[config.mk]
export PLATFORM = sky130hd
export DESIGN_NAME = flow_control_mc
export DESIGN_NICKNAME = d
export VERILOG_FILES = /design/src/rtl/flow_control_mc.sv
export SDC_FILE = /design/constraint.sdc
export NUM_CORES = 1
export LEC_CHECK = 0
export CORE_MARGIN = 1.5
export CORE_UTILIZATION = 43
export DETAILED_ROUTE_END_ITERATION = 6
export PLACE_DENSITY = 0.81
export SLEW_MARGIN = 40
export SYNTH_ARGS = -nofsm -noshare
export SYNTH_HDL_FRONTEND = slang
export SYNTH_SLANG_ARGS = --single-unit
[constraint.sdc]
create_clock -name clk -period 3.5 [get_ports clk]
set_input_delay 0.525 -clock clk [delete_from_list [all_inputs] [get_ports clk]]
set_output_delay 0.525 -clock clk [all_outputs]
set_load 0.02 [all_outputs]
[src/rtl/flow_control_mc.sv]
// Multi-channel FIFO occupancy tracker with hysteretic pause, sticky overflow
// flags and a round-robin pop arbiter shared by all channels.
module flow_control_mc #(
  parameter int CHANNELS  = 4,
  parameter int DEPTH     = 8,
  parameter int CNT_W     = 4,
  parameter int AF_THRESH = 6,
  parameter int AE_THRESH = 2
) (
  input  logic                      clk,
  input  logic                      reset,
  input  logic [CHANNELS-1:0]       fifo_wr,
  input  logic                      pop_ready,
  output logic [CHANNELS-1:0]       pop_grant,
  output logic                      pop_valid,
  output logic [CHANNELS-1:0]       can_pop,
  output logic [CHANNELS-1:0]       pause,
  output logic [CHANNELS-1:0]       almost_full,
  output logic [CHANNELS-1:0]       almost_empty,
  output logic [CHANNELS-1:0]       fifo_full,
  output logic [CHANNELS-1:0]       fifo_empty,
  output logic [CHANNELS*CNT_W-1:0] count,
  output logic [CHANNELS-1:0]       err_overflow
);

  localparam int PTR_W = (CHANNELS > 1) ? $clog2(CHANNELS) : 1;
  localparam logic [CNT_W-1:0] DEPTH_C = CNT_W'(DEPTH);
  localparam logic [CNT_W-1:0] AF_C    = CNT_W'(AF_THRESH);
  localparam logic [CNT_W-1:0] AE_C    = CNT_W'(AE_THRESH);

  logic [CNT_W-1:0]    count_q [CHANNELS];
  logic [CNT_W-1:0]    count_d [CHANNELS];
  logic [CHANNELS-1:0] pause_q, pause_d;
  logic [CHANNELS-1:0] err_overflow_q, err_overflow_d;
  logic [CHANNELS-1:0] wr_acc;
  logic [PTR_W-1:0]    rr_ptr_q, rr_ptr_d;
  logic [PTR_W-1:0]    grant_idx;
  logic                grant_found;
  int                  arb_idx;

  // Flag decodes straight off the occupancy registers.
  always_comb begin
    // NOTE: every always_comb output gets a default first so no path infers a latch.
    can_pop      = '0;
    almost_full  = '0;
    almost_empty = '0;
    fifo_full    = '0;
    fifo_empty   = '0;
    count        = '0;
    for (int i = 0; i < CHANNELS; i++) begin
      can_pop[i]                 = (count_q[i] != '0);
      almost_full[i]             = (count_q[i] >= AF_C);
      almost_empty[i]            = (count_q[i] <= AE_C);
      fifo_full[i]               = (count_q[i] == DEPTH_C);
      fifo_empty[i]              = (count_q[i] == '0);
      count[i*CNT_W +: CNT_W]    = count_q[i];
    end
  end

  // Round-robin: first non-empty channel at or above rr_ptr, wrapping.
  always_comb begin
    grant_found = 1'b0;
    grant_idx   = '0;
    arb_idx     = 0;
    for (int k = 0; k < CHANNELS; k++) begin
      arb_idx = int'(rr_ptr_q) + k;
      if (arb_idx >= CHANNELS) arb_idx = arb_idx - CHANNELS;
      if (!grant_found && can_pop[arb_idx]) begin
        grant_found = 1'b1;
        grant_idx   = PTR_W'(arb_idx);
      end
    end
    pop_grant = '0;
    if (pop_ready && grant_found) pop_grant[grant_idx] = 1'b1;
    pop_valid = |pop_grant;
    rr_ptr_d  = rr_ptr_q;
    if (pop_valid) rr_ptr_d = (int'(grant_idx) == CHANNELS - 1) ? '0 : grant_idx + 1'b1;
  end

  // A full channel still accepts a write when it is popped in the same cycle.
  always_comb begin
    wr_acc         = '0;
    count_d        = count_q;
    pause_d        = pause_q;
    err_overflow_d = err_overflow_q;
    for (int i = 0; i < CHANNELS; i++) begin
      wr_acc[i]  = fifo_wr[i] && ((count_q[i] < DEPTH_C) || pop_grant[i]);
      count_d[i] = count_q[i] + CNT_W'(wr_acc[i]) - CNT_W'(pop_grant[i]);
      if (count_d[i] >= AF_C)      pause_d[i] = 1'b1;
      else if (count_d[i] <= AE_C) pause_d[i] = 1'b0;
      err_overflow_d[i] = err_overflow_q[i] | (fifo_wr[i] & ~wr_acc[i]);
    end
  end

  always_ff @(posedge clk) begin
    // NOTE: sequential state uses non-blocking assignments; reset is sampled on the edge.
    if (!reset) begin
      for (int i = 0; i < CHANNELS; i++) count_q[i] <= '0;
      pause_q        <= '0;
      err_overflow_q <= '0;
      rr_ptr_q       <= '0;
    end else begin
      count_q        <= count_d;
      pause_q        <= pause_d;
      err_overflow_q <= err_overflow_d;
      rr_ptr_q       <= rr_ptr_d;
    end
  end

  assign pause        = pause_q;
  assign err_overflow = err_overflow_q;

endmodule

==> results of run 1 <==
cell usage after synthesis:
cell	count	share of area
o41a_1	1	0.0059
nor2b_1	4	0.013
buf_2	2	0.0052
nand2b_1	4	0.013
and2_4	4	0.018
nand2_1	20	0.039
or4_1	1	0.0039
and2_1	8	0.026
nand3_1	5	0.013
a21oi_1	8	0.021
a22o_1	4	0.018
o21ai_2	8	0.037
a211oi_1	2	0.0078
inv_2	1	0.0020
clkinv_1	1	0.0020
o21ai_1	2	0.0052
or3b_2	1	0.0046
xor2_1	8	0.037
o21bai_1	4	0.016
nor4b_1	1	0.0046
clkbuf_1	2	0.0039
o22a_1	1	0.0046
or3b_1	3	0.014
o41ai_2	1	0.0085
inv_1	29	0.057
o21ai_0	6	0.016
nor2_1	19	0.037
dfxtp_1	26	0.27
a31oi_1	4	0.013
fa_1	4	0.042
o22ai_1	1	0.0033
ha_1	36	0.23
nor4_1	1	0.0033
timing repair:
action / in CTS / in global routing
pin swaps: 3 / 26
resized for setup: 7 / 57
endpoints found under the setup margin: 5 / 8
buffers inserted: 2 / 20
state kept, by name, summed over array words and instances (netlist names):
register and count:
rr_ptr_q 2, pause 4, err_overflow 4, count 16
kinds of logic (layout without fill, tap and decap cells):
group | Yosys count | count (layout) | synth area share
AO/OA/AOI/OAI | 42 | 42 | 0.155
XOR/XNOR | 8 | 8 | 0.0366
adder cells (fa/ha/maj) | 40 | 40 | 0.277
buffers and inverters | 35 | 121 | 0.0698
flip-flops | 26 | 26 | 0.272
AND/OR/NAND/NOR | 71 | 71 | 0.190
cell type report:
| cell class | instances | area, um2 |
|---|---|---|
| inverter | 31 | 130 |
| multi-input combinational | 161 | 1450 |
| tap | 52 | 65.1 |
| fill | 329 | 1300 |
| clock buffer | 4 | 55.1 |
| sequential | 26 | 536 |
| timing repair buffer | 86 | 790 |
worst paths after layout:
check / from / endpoint
setup / recovery: count[11] / pause[1]
hold / removal: err_overflow[1] / err_overflow[1]
setup reg to reg: count[11] / pause[1]
hold reg to reg: err_overflow[1] / err_overflow[1]
per-stage QoR:
stage                     power [mW]  worst slack [ns]
after floorplan                 1.97           0.00115
after CTS                       3.09           0.00200
after global placement          2.76            0.0657
final                           3.55            0.0166
after global routing            3.83            -0.131
after detailed placement        2.82           -0.0889
power by group:
part | internal (mW) | switching (mW)
combinational | 1.40 | 1.41
sequential | 0.420 | 0.128
clock | 0.101 | 0.0954
total | 1.92 | 1.63
worst reg2reg max path, stage by stage (launching register included):
cell	delay, ns
dfxtp_4	0.37
inv_4	0.06
ha_4	0.12
or3b_4	0.41
buf_6	0.13
o41a_1	0.46
buf_6	0.16
and2_4	0.15
o21ai_2	0.13
ha_1	0.24
inv_1	0.07
ha_2	0.18
inv_2	0.04
fa_2	0.56
nor2b_2	0.05
o21ai_1	0.13
a31oi_1	0.09
layer usage:
layer / track usage / vias to the layer above / part of all wire
li1: - / 906 / -
met1: 0.254 / 852 / 0.43
met2: 0.327 / 51 / 0.51
met3: 0.0276 / 6 / 0.040
met4: 0.0342 / 0 / 0.011
met5: 0 / - / 0
==> reports/metrics.cfg, run 1 <==
[hold_path]
hold_class = reg2reg
hold_depth = 2

[timing]
rsz0062_at_grt = yes
hold_viol = 0
fin_crit_ns = 3.48
fin_tns_setup_ns = 0
slew_headroom = 0.580
holdWs_ns = 0.470
fmax_mhz = 287
worst_pin_slew_ns = 0.628
period_share = 0.995
drv_slew = 0
fin_skew_ns = 0.00554
setup_viol = 0

[routing]
drt-pass1-iter-count = 5
antenna_left = 0
routed_wl_um = 5010
vias = 1815
drc = 0
wl_per_cell_um = 13.9
viasPerCell = 5.04
drt_iter0_markers = 81

[worst_setup_path]
worst-path-buf-inv = 5
critPathMaxStageDelay_ns = 0.56
cp_cell_sequence = inv_4 > ha_4 > or3b_4 > buf_6 > o41a_1 > buf_6 > and2_4 > o21ai_2 > ha_1 > inv_1 > ha_2 > inv_2 > fa_2 > nor2b_2 > o21ai_1 > a31oi_1
crit_family = adder cells
reg2regPathDepth = 16
cp-start-kind = flip-flop
cp_common_cell = buf_6
arrival_ns = 3.62
rrSetupSlack_ns = 0.02
slowest_stage = fa_2
path_max_fanout = 4
worst-setup-path-type = reg2reg
cp.required_ns = 3.64
end_kind = flip-flop
crit_cells = 16

[clock_network]
clock_sinks = 26
hold_buffers = 0
numCtsBuffers = 3
cts.htree.levels = 1
clockBufferDepth = 2
cts_tree = yes
clk_latency_ns = 0.27
path_clk_slew_ns = 0.09
root_buffer = clkbuf_8

[floorplan]
core_area_um2 = 4320
die_height_um = 69.8
placementRows = 24
die_x_um = 69.8
io_pins = 56
die_area_um2 = 4870
initial_core_util = 0.443

[yosys]
ys_seq_area_frac = 0.272
avgSynthCellArea_um2 = 8.63
synth_area_um2 = 1920
synthCells = 222
ys_ff_latch = 26
yosys_warnings = 0
synth_fp_nets = 269
synth_cell_types = 33

[place]
place_inst = 334
portBuffers = 55
place_area_um2 = 2590
dp_hpwl_um = 3510
gp_congestion = 0.828

[cells_and_area]
drive_gt1_frac = 0.321
num_antenna_cells = 0
area_growth_pct = 57.8
finish.instance_area_um2 = 3020
final_cell_mix = clkdlybuf4s50_1, buf_4, ha_1
fin_util = 0.699
nets = 356
layout_commonest_cell = clkdlybuf4s50_1
stdcell_count = 360

[grt]
grt_max_degree = 18
grt_overflow_total = 0
grt_pass1_wl_um = 7690
grt_pass1_vias = 1713
antenna_found_initial = 0
grtUsageTotal = 0.190

[status]
status = finished, final reports clean

[pwr]
ir_worst_vdd_mv = 0.483
power.leakage_nw = 1.28
power_density_nw_per_um2 = 1170

[flow_run]
cap_violations = 0

Note: power is estimated with default switching activity, not from simulation.
==> run 2: changes to the inputs <==
CORE_MARGIN = 8   (was 1.5)
MAX_ROUTING_LAYER = met4   (was default)
==> reports/metrics.cfg, run 2 (same netlist as run 1, synthesis figures left out) <==
[worst_setup_path]
slowest_stage = or3b_4
worst-setup-path-type = reg2out
worst-path-buf-inv = 4  ; -1
cp-start-kind = flip-flop
cp_cell_sequence = inv_2 > ha_4 > or3b_4 > inv_4 > o21ai_1 > a21oi_2 > o22ai_2 > ha_2 > buf_4 > nor4_2 > nor2_1 > dlygate4sd2_1
end_kind = primary output
critPathMaxStageDelay_ns = 0.41  ; -0.15 ns
arrival_ns = 3.06  ; -0.56 ns
cp.required_ns = 2.97  ; -0.67 ns
crit_family = simple AND/OR/NAND/NOR gates
path_max_fanout = 5  ; +1

[routing]
wl_per_cell_um = 15.8  ; +14%
routed_wl_um = 5670  ; +13%
viasPerCell = 5.24  ; +3.9%
drc = 0  ; unchanged
drt-pass1-iter-count = 4  ; -1
vias = 1876  ; +3.4%
drt_iter0_markers = 106  ; +31%
antenna_left = 0  ; unchanged

[floorplan]
die_x_um = 82.8  ; +19%
io_pins = 56  ; unchanged
initial_core_util = 0.443  ; unchanged
core_area_um2 = 4320  ; unchanged
die_area_um2 = 6850  ; +41%
die_height_um = 82.8  ; +19%
placementRows = 24  ; unchanged

[cells_and_area]
final_cell_mix = clkdlybuf4s50_1, buf_4, ha_1
fin_util = 0.694  ; -0.00492
nets = 354  ; -0.56%
area_growth_pct = 56.7
drive_gt1_frac = 0.301  ; -0.0208
largest_reg_flops = 16  ; unchanged
layout_commonest_cell = clkdlybuf4s50_1
num_antenna_cells = 0  ; unchanged

[pwr]
intPower_mw = 1.98  ; +3.0%
swShare = 0.462  ; +0.00278
power.leakage_nw = 1.27  ; -0.52%
p_seq_frac = 0.146  ; -0.008
clkPwrFrac = 0.069  ; +0.014
power_density_nw_per_um2 = 1220  ; +4.3%
combPwrFrac = 0.785  ; -0.005
power.switching_mw = 1.70  ; +4.2%
ir_worst_vdd_mv = 0.575  ; +19%

[clock_network]
numCtsBuffers = 3  ; unchanged
clock_sinks = 26  ; unchanged
path_clk_slew_ns = 0.09  ; about the same
clk_latency_ns = 0.28  ; about the same
cts_tree = yes
cts.htree.levels = 1  ; unchanged
clockBufferDepth = 2  ; unchanged
root_buffer = clkbuf_8
hold_buffers = 0  ; unchanged

[timing]
fin_skew_ns = 0.00806  ; +0.00252 ns
fin_tns_setup_ns = -0.0823  ; -0.0823 ns
holdWs_ns = 0.463  ; -0.00738 ns
fmax_mhz = 279  ; -2.8%
timing.final.ws_setup_ns = -0.0823  ; -0.0990 ns
drv_slew = 0  ; unchanged
hold_viol = 0  ; unchanged
slew_headroom = 0.579  ; -0.000811
rsz0062_at_grt = yes
fin_crit_ns = 3.58  ; +0.0990 ns
worst_pin_slew_ns = 0.629  ; +0.00121 ns
setup_viol = 1  ; +1
period_share = 1.02  ; +0.0283

[grt]
grt_pass1_vias = 1817  ; +6.1%
grtUsageTotal = 0.157  ; -0.0327
grt_pass1_wl_um = 8210  ; +6.7%
grt_max_degree = 18  ; unchanged
grt_overflow_total = 0  ; unchanged
antenna_found_initial = 0  ; unchanged

[hold_path]
hold_class = reg2reg

[place]
portBuffers = 55  ; unchanged
dp_hpwl_um = 3900  ; +11%
gp_congestion = 0.845  ; +2.1%

[status]
status = complete, but fails checks
violations = negative setup slack

[flow_run]
cap_violations = 0  ; unchanged

run 2: worst paths after layout:
check,startpoint,endpoint,slack [ns],cells past startpoint
max reg2reg,count[11],pause[1],0.03,18
min,err_overflow[3],err_overflow[3],0.46,2
min reg2reg,err_overflow[3],err_overflow[3],0.46,2
max,count[6],pop_valid,-0.08,12
run 2: area by class of cell:
type | count | area, um2
Clock inverter | 1 | 30.0
Sequential cell | 26 | 537
Tap cell | 52 | 65.1
Fill cell | 326 | 1320
Multi-Input combinational cell | 161 | 1430
Clock buffer | 3 | 41.3
Timing Repair Buffer | 84 | 767
Inverter | 31 | 129
run 2: timing repair:
item	in CTS	in global routing
pin swaps	2	14
buffers inserted	2	17
setup endpoints to repair	3	12
resized for setup	11	45
run 2: stage by stage:
step / setup slack (ns) / std cells / cell area [um2] / power (mW)
after floorplan: 0.00115 / 222 / 1930 / 1.97
after global placement: -0.0175 / 335 / 2600 / 2.79
after detailed placement: -0.0772 / 335 / 2600 / 2.84
after CTS: 0.00104 / 341 / 2720 / 3.19
after global routing: -0.193 / 358 / 3000 / 3.95
final: -0.0823 / 358 / 3000 / 3.67
run 2: routing by layer:
layer  up-vias  share of wire  GRT usage
li1        907              -          -
met5         -              0          -
met1       895           0.41      0.185
met4         0          0.023     0.0552
met3        11          0.061     0.0260
met2        63           0.50      0.262
run 2: worst reg2reg max path, cell delays in order, from the launching register on:
cell	delay [ns]
dfxtp_4	0.38
inv_4	0.07
ha_4	0.12
or3b_4	0.41
inv_4	0.08
buf_4	0.10
a21oi_2	0.03
o22ai_2	0.29
ha_2	0.26
and2_4	0.16
o21ai_2	0.05
ha_1	0.27
inv_1	0.06
ha_2	0.17
inv_1	0.06
fa_2	0.55
nor2b_1	0.06
o21ai_1	0.11
a31oi_1	0.09
run 2: power by group through the flow:
stage	sequential, mW	combinational, mW	clock, mW
after global routing	0.552	3.13	0.270
after CTS	0.516	2.41	0.261
after global placement	0.518	2.27	0
final	0.535	2.89	0.254
after detailed placement	0.518	2.33	0
after floorplan	0.631	1.34	0
